## config.mk

```make
export PLATFORM = sky130hd
export DESIGN_NAME = intr_controller_flat
export DESIGN_NICKNAME = d
export VERILOG_FILES = /design/src/rtl/intr_controller_if.sv /design/src/rtl/intr_controller.sv /design/src/flat_wrapper.sv
export SDC_FILE = /design/constraint.sdc
export NUM_CORES = 1
export LEC_CHECK = 0
export ABC_AREA = 1
export ABC_CLOCK_PERIOD_IN_PS = 4220
export BUFFER_PORTS_ARGS = -buffer_cell sky130_fd_sc_hd__buf_2
export CORE_AREA = 2 2 80 82
export DETAILED_ROUTE_END_ITERATION = 6
export DIE_AREA = 0 0 82 84
export PLACE_DENSITY = 0.47
export RECOVER_POWER = 25
export SETUP_SLACK_MARGIN = 0.02
export SLEW_MARGIN = 20
export SYNTH_ARGS = -nofsm -noshare
export SYNTH_HDL_FRONTEND = slang
export SYNTH_SLANG_ARGS = --single-unit
export TNS_END_PERCENT = 5
```

## constraint.sdc

```tcl
create_clock -name clk -period 4.22 [get_ports clk]
set_input_delay 0.211 -clock clk [delete_from_list [all_inputs] [get_ports clk]]
set_output_delay 0.211 -clock clk [all_outputs]
set_load 0.05 [all_outputs]
```

## src/rtl/intr_controller_if.sv

```systemverilog
// rtl/intr_controller_if.sv - request, mask, acknowledge and status bundle for intr_controller
interface intr_controller_if #(
  parameter int N_IRQ = 8,
  parameter int VEC_W = 3
);
  logic [N_IRQ-1:0] interrupt_in;
  logic             mask_we;
  logic [N_IRQ-1:0] mask_wdata;
  logic             intr_ack;
  logic             s_return_intr;
  logic             s_stop_opcode;
  logic [VEC_W-1:0] intr_vec;
  logic [N_IRQ-1:0] pending;
  logic [N_IRQ-1:0] in_service;
  logic [N_IRQ-1:0] mask_q;

  modport master (
    output interrupt_in, mask_we, mask_wdata, intr_ack, s_return_intr,
    input  s_stop_opcode, intr_vec, pending, in_service, mask_q
  );

  modport slave (
    input  interrupt_in, mask_we, mask_wdata, intr_ack, s_return_intr,
    output s_stop_opcode, intr_vec, pending, in_service, mask_q
  );
endinterface

```

## src/rtl/intr_controller.sv

```systemverilog
// rtl/intr_controller.sv - fixed-priority edge-triggered interrupt controller; INTR_NESTING_EN enables preemption
module intr_controller #(
  parameter int N_IRQ = 8,
  parameter int VEC_W = 3
) (
  input logic               clk,
  input logic               reset,
  intr_controller_if.slave  bus
);

  logic [N_IRQ-1:0] irq_prev_q, irq_prev_d;
  logic [N_IRQ-1:0] pending_q, pending_d;
  logic [N_IRQ-1:0] in_service_q, in_service_d;
  logic [N_IRQ-1:0] mask_q, mask_d;

  logic [N_IRQ-1:0] rise;
  logic [N_IRQ-1:0] eligible;
  logic [N_IRQ-1:0] ack_sel;
  logic [N_IRQ-1:0] ret_sel;
  logic [VEC_W-1:0] vec;
  logic             stop;
  logic             ack_fire;

  assign rise = bus.interrupt_in & ~irq_prev_q;

`ifdef INTR_NESTING_EN
  logic [N_IRQ-1:0] below;
  logic             clear_run;

  // A line qualifies only when no in-service line has equal or higher priority
  always_comb begin
    below     = '0;
    clear_run = 1'b1;
    for (int i = 0; i < N_IRQ; i++) begin
      clear_run = clear_run & ~in_service_q[i];
      below[i]  = clear_run;
    end
    eligible = pending_q & mask_q & below;
  end
`else
  // Without nesting, any active service blocks all new presentations
  always_comb begin
    eligible = '0;
    if (in_service_q == '0) begin
      eligible = pending_q & mask_q;
    end
  end
`endif

  // Lowest eligible index wins; vector reads 0 when nothing is eligible
  always_comb begin
    vec = '0;
    for (int i = N_IRQ - 1; i >= 0; i--) begin
      if (eligible[i]) begin
        vec = VEC_W'(i);
      end
    end
  end

  assign stop     = |eligible;
  assign ack_fire = bus.intr_ack & stop;
  // Isolate lowest set bit: x & -x
  assign ack_sel  = eligible & (~eligible + N_IRQ'(1));
  assign ret_sel  = in_service_q & (~in_service_q + N_IRQ'(1));

  // Next-state: ack clears pending but a same-cycle rise re-sets it; return acts on pre-edge in_service
  always_comb begin
    irq_prev_d   = bus.interrupt_in;
    pending_d    = pending_q;
    in_service_d = in_service_q;
    mask_d       = mask_q;
    if (ack_fire) begin
      pending_d = pending_d & ~ack_sel;
    end
    pending_d = pending_d | rise;
    if (bus.s_return_intr) begin
      in_service_d = in_service_d & ~ret_sel;
    end
    if (ack_fire) begin
      in_service_d = in_service_d | ack_sel;
    end
    if (bus.mask_we) begin
      mask_d = bus.mask_wdata;
    end
  end

  // State registers; irq_prev resets high so lines held through reset raise nothing
  always_ff @(posedge clk) begin
    if (!reset) begin
      irq_prev_q   <= '1;
      pending_q    <= '0;
      in_service_q <= '0;
      mask_q       <= '1;
    end else begin
      irq_prev_q   <= irq_prev_d;
      pending_q    <= pending_d;
      in_service_q <= in_service_d;
      mask_q       <= mask_d;
    end
  end

  assign bus.s_stop_opcode = stop;
  assign bus.intr_vec      = vec;
  assign bus.pending       = pending_q;
  assign bus.in_service    = in_service_q;
  assign bus.mask_q        = mask_q;

endmodule

```

## src/flat_wrapper.sv

```systemverilog
// flat-port wrapper written by rule: the top's interface ports become plain ports
module intr_controller_flat 
#(
  parameter int N_IRQ = 8,
  parameter int VEC_W = 3
)
  (clk, reset, bus_interrupt_in, bus_mask_we, bus_mask_wdata, bus_intr_ack, bus_s_return_intr, bus_s_stop_opcode, bus_intr_vec, bus_pending, bus_in_service, bus_mask_q);
  intr_controller_if #(.N_IRQ(N_IRQ), .VEC_W(VEC_W)) bus_i ();
  input logic clk;
  input logic reset;
  input wire logic [$bits(bus_i.interrupt_in)-1:0] bus_interrupt_in;
  input wire logic [$bits(bus_i.mask_we)-1:0] bus_mask_we;
  input wire logic [$bits(bus_i.mask_wdata)-1:0] bus_mask_wdata;
  input wire logic [$bits(bus_i.intr_ack)-1:0] bus_intr_ack;
  input wire logic [$bits(bus_i.s_return_intr)-1:0] bus_s_return_intr;
  output wire logic [$bits(bus_i.s_stop_opcode)-1:0] bus_s_stop_opcode;
  output wire logic [$bits(bus_i.intr_vec)-1:0] bus_intr_vec;
  output wire logic [$bits(bus_i.pending)-1:0] bus_pending;
  output wire logic [$bits(bus_i.in_service)-1:0] bus_in_service;
  output wire logic [$bits(bus_i.mask_q)-1:0] bus_mask_q;
  assign bus_i.interrupt_in = bus_interrupt_in;
  assign bus_i.mask_we = bus_mask_we;
  assign bus_i.mask_wdata = bus_mask_wdata;
  assign bus_i.intr_ack = bus_intr_ack;
  assign bus_i.s_return_intr = bus_s_return_intr;
  assign bus_s_stop_opcode = bus_i.s_stop_opcode;
  assign bus_intr_vec = bus_i.intr_vec;
  assign bus_pending = bus_i.pending;
  assign bus_in_service = bus_i.in_service;
  assign bus_mask_q = bus_i.mask_q;
  intr_controller #(.N_IRQ(N_IRQ), .VEC_W(VEC_W)) u_core (.clk(clk), .reset(reset), .bus(bus_i));
endmodule
```

== Word-level counts from Yosys, hierarchy flattened ==
Index checks and enable logic that the tools add are counted.

* Register bits after elaboration: 32
* Bits of input ports: 21
* Output and inout bits: 28
* Logic and storage cells: 34

* Add/subtract/negate cells: 2
* Mux-type cells: 12
* Bitwise logic cells: 14
* Reductions and logical operators: 2

{| class="wikitable"
|+ Operators with widths
! kind !! count
|-
| bitwise AND 8 bit || 6
|-
| inverter 8 bit || 5
|-
| two-way mux 8 bit || 4
|-
| two-way mux 3 bit || 8
|-
| adder 8 x 1 -> 8 bit, second input constant || 2
|-
| bitwise OR 8 bit || 2
|-
| zero test 8 bit || 1
|-
| OR reduction 8 bit || 1
|-
| bitwise AND 1 bit || 1
|}

== Longest topological paths before layout ==
* Word-level depth: 10
* Mapped depth: 11
* Gate-level depth less buffers: 10

== Least setup slack after synthesis ==
No wires, ideal clock.

* Path type: reg2out
* Start point: register u_core.in_service_q[0] (netlist: u_core.bus.in_service[0])
* End point: output port bus_intr_vec[0]
* Arrival time: 1996 ps
* Data required time: 4009 ps
* Slack: 2013 ps
* Cell stages (with the launch flop): 9
* Buffers on the path: 1
* Path through: dfxtp_1 -> nor2_2 -> nand2_2 -> nor2_4 -> buf_8 -> inv_2 -> nor2_1 -> a21oi_1 -> o22ai_1

* Longest elaborated chain between the ends: 10

{| class="wikitable"
|+ Ends and longest elaborated chain
! what !! line !! text
|-
| start: declaration || intr_controller.sv:13 || <nowiki>logic [N_IRQ-1:0] in_service_q, in_service_d;</nowiki>
|-
| start signal: assignment || intr_controller.sv:97 || <nowiki>in_service_q <= in_service_d;</nowiki>
|-
| zero test 8 bit * || intr_controller.sv:44 || <nowiki>if (in_service_q == '0) begin</nowiki>
|-
| two-way mux 8 bit * || intr_controller.sv:44 ||
|-
| two-way mux 3 bit (7 in a row) || intr_controller.sv:54 || <nowiki>if (eligible[i]) begin</nowiki>
|-
| two-way mux 3 bit * || intr_controller.sv:54 ||
|-
| end: declaration || flat_wrapper.sv:17 || <nowiki>output wire logic [$bits(bus_i.intr_vec)-1:0] bus_intr_vec;</nowiki>
|}

Mark *: on every way between the ends. The rest lies on a longest branch, timed or not.

== Worst setup path after layout ==
* Start point: register u_core.in_service_q[0] (netlist: u_core.bus.in_service[0])
* End point: output port bus_intr_vec[1]

Same word-level chain as after synthesis.

==> flow_summary.json <==
{
  "share_clk_of_total_power_pct": 35.6,
  "netSwitchingPower_uw": 258,
  "ctsHoldBuffers": 0,
  "end_kind": "primary output",
  "num_rows": 29,
  "top_usage_layer": "met1",
  "clkTransAtPathRegs_ps": 70,
  "clock_latency_ps": 280,
  "portBuffers": 48,
  "timing.final.max_slew_violations": 0,
  "min_period_ps": 2080,
  "crit_path_start_kind": "flop",
  "cts_buffer_depth": 2,
  "routedWlPerCell_um": 11.2,
  "multiInputGateArea_um2": 696,
  "max_slew_margin_pct": 49.6,
  "met1_usage_pct": 16.1,
  "die_height_um": 84,
  "grt_usage_pct": 11.3,
  "gr-usage-met2_pct": 15.7,
  "hpwl_um": 2830,
  "fin_crit_sh_pct": 49.3,
  "timing.fmax_mhz": 480,
  "status": "completed",
  "worstPathRequired_ps": 4010,
  "worst-path-max-fanout": 11,
  "timing.setup.tns_ps": 0,
  "use_met3_pct": 3.68,
  "synthFlopType": "dfxtp_1",
  "ys_types": 27,
  "wl_um": 3560,
  "rsz0062_at_grt": "no",
  "regArea_um2": 641,
  "drtAntennaViolNets": 0,
  "first_pass_iters": 4,
  "tightest_slew_ps": 756,
  "clock_skew_ps": 4.72,
  "cts_root_buf": "clkbuf_8",
  "synthArstFlopShare_pct": 0,
  "grt_max_degree": 18,
  "antenna_found_initial": 0,
  "yosysSeqAreaShare_pct": 43.3,
  "final_layout_size_suffix_gt1_share_pct": 36.8,
  "yosys_warnings": 0,
  "numCtsBuffers": 5,
  "hold_viol": 0,
  "ir_worst_vdd_uv": 131,
  "cp.arrival_ps": 1870,
  "fp.dieW_um": 82,
  "drt_iter0_markers": 31,
  "synth_nets": 213,
  "grt_pass1_vias": 1232,
  "synth_edf_count": 0,
  "gp_congestion": 0.796,
  "cts_setup_buffers": 0,
  "core-area_um2": 6100,
  "finalPower_uw": 800,
  "drc": 0,
  "grt_pass1_wl_um": 5910,
  "clkSinkCount": 32,
  "cts_tree": "done",
  "p_leak_nw": 0.935,
  "fill_cells": 705,
  "viasPerCell": 4.13,
  "ys_ff_latch": 32,
  "power.switching_fraction_pct": 32.2,
  "grt_overflow": 0,
  "setup_viol": 0,
  "fin_nets": 262,
  "dieArea_um2": 6890,
  "path_class": "flop to primary output",
  "synth_area_um2": 1480,
  "syn_avg_cell_area_um2": 7.70,
  "vias": 1318,
  "htreeDepth": 2,
  "p_per_area_nw_per_um2": 425,
  "intPower_uw": 543,
  "synthCells": 192,
  "power_frac_seq_pct": 40.8,
  "area_growth_pct": 27.4,
  "diodes": 0,
  "ioPinCount": 49,
  "start_util_pct": 24.3,
  "hold_class": "primary input to flop",
  "cap_viol_max_count": 0,
  "ctsResizeCount": 0,
  "pwr-share-comb_pct": 23.5
}
cell usage in the layout, fill, tap and decap left out, drive strengths merged:
cell type | Yosys | routed
o22ai | 1 | 1
dfxtp | 32 | 32
o41ai | 1 | 1
bufinv | 0 | 1
nor2 | 16 | 16
nand4 | 3 | 3
inv | 26 | 26
nand2 | 55 | 55
o31ai | 1 | 1
buf | 2 | 47
nand3 | 17 | 17
a21oi | 18 | 18
clkbuf | 4 | 7
clkinv | 0 | 1
o21ai | 7 | 7
or2 | 8 | 8
a21boi | 1 | 1
through the flow:
stage | util [%] | hold slack [ps] | area, um^2 | setup slack (ps) | cells
after global routing | 30.9 | 117 | 1880 | 1990 | 319
after detailed placement | 29.2 | 397 | 1780 | 2440 | 311
final | 30.9 | 106 | 1880 | 2140 | 319
after CTS | 30.9 | 99.0 | 1890 | 2120 | 319
after global placement | 29.2 | 394 | 1780 | 2470 | 311
after floorplan | - | 303 | 1480 | 2010 | 192
cells by family after synthesis:
family / after synthesis / synth area share, %
DFF: 32 / 43.3
buffers and inverters: 32 / 9.64
and+or+nand+nor: 99 / 34.3
AOI/OAI and AO/OA: 29 / 12.8
flip-flops by register name, indices dropped and copies added (netlist names):
register               count
u_core.bus.pending         8
u_core.bus.mask_q          8
u_core.bus.in_service      8
u_core.irq_prev_q          8
path summary, 6_finish.rpt:
check	endpoint	from	slack (ps)	depth (start not counted)
worst min-delay path	u_core.irq_prev_q[3]$_SDFF_PN1_	bus_interrupt_in[3]	110	3
worst max-delay path	bus_intr_vec[1]	u_core.bus.in_service[0]$_SDFF_PN0_	2140	8
worst max register to register	u_core.bus.pending[7]$_SDFF_PN0_	u_core.bus.in_service[0]$_SDFF_PN0_	2550	10
worst min register to register	u_core.bus.pending[0]$_SDFF_PN0_	u_core.bus.pending[0]$_SDFF_PN0_	480	2
layout make-up:
type | instances | share of cell area, %
clock inverters | 2 | 1.86
repair buffers | 48 | 12.7
flip-flops and latches | 32 | 34.0
inverters | 26 | 5.58
well taps | 77 | 5.11
multi-input cells | 128 | 36.9
clock buffers | 6 | 3.85
cells in the mapped netlist (2+ instances only):
cell      number  area share, %
nand2_4        2            1.5
a21oi_2        3            1.8
inv_4          3            1.3
clkbuf_1       4            1.0
nand4_1        3            1.3
inv_2          2           0.51
o21ai_0        3            1.0
nand3_2        6            4.1
nor2_1        12            3.0
dfxtp_1       32             43
nor2_2         2           0.85
inv_1         21            5.3
nand2_2        2           0.85
nand3_1       11            3.7
a21oi_1       15            5.1
or2_2          8            3.4
o21ai_2        3            1.8
nor2_4         2            1.5
nand2_1       50             13
power groups by stage:
stage | logic, mW | registers [mW] | clock network (mW)
final | 0.188 | 0.327 | 0.285
after global routing | 0.204 | 0.329 | 0.311
after CTS | 0.190 | 0.328 | 0.297
after detailed placement | 0.190 | 0.334 | 0
after global placement | 0.189 | 0.334 | 0
after floorplan | 0.115 | 0.370 | 0
metal layers:
layer | vias up | part of all wire, %
li1 | 701 | -
met4 | 0 | 1.1
met1 | 571 | 50
met2 | 42 | 42
met5 | - | 0
met3 | 4 | 6.4
worst max-delay path, cell delays in order (launching register included):
cell      delay (ps)
dfxtp_1          350
nor2_2           130
nand2_2           90
nor2_4           300
o21ai_2          140
inv_1             70
nand2_1           40
a21boi_1         170
buf_2            300
Power figures use the tool's default switching activity.
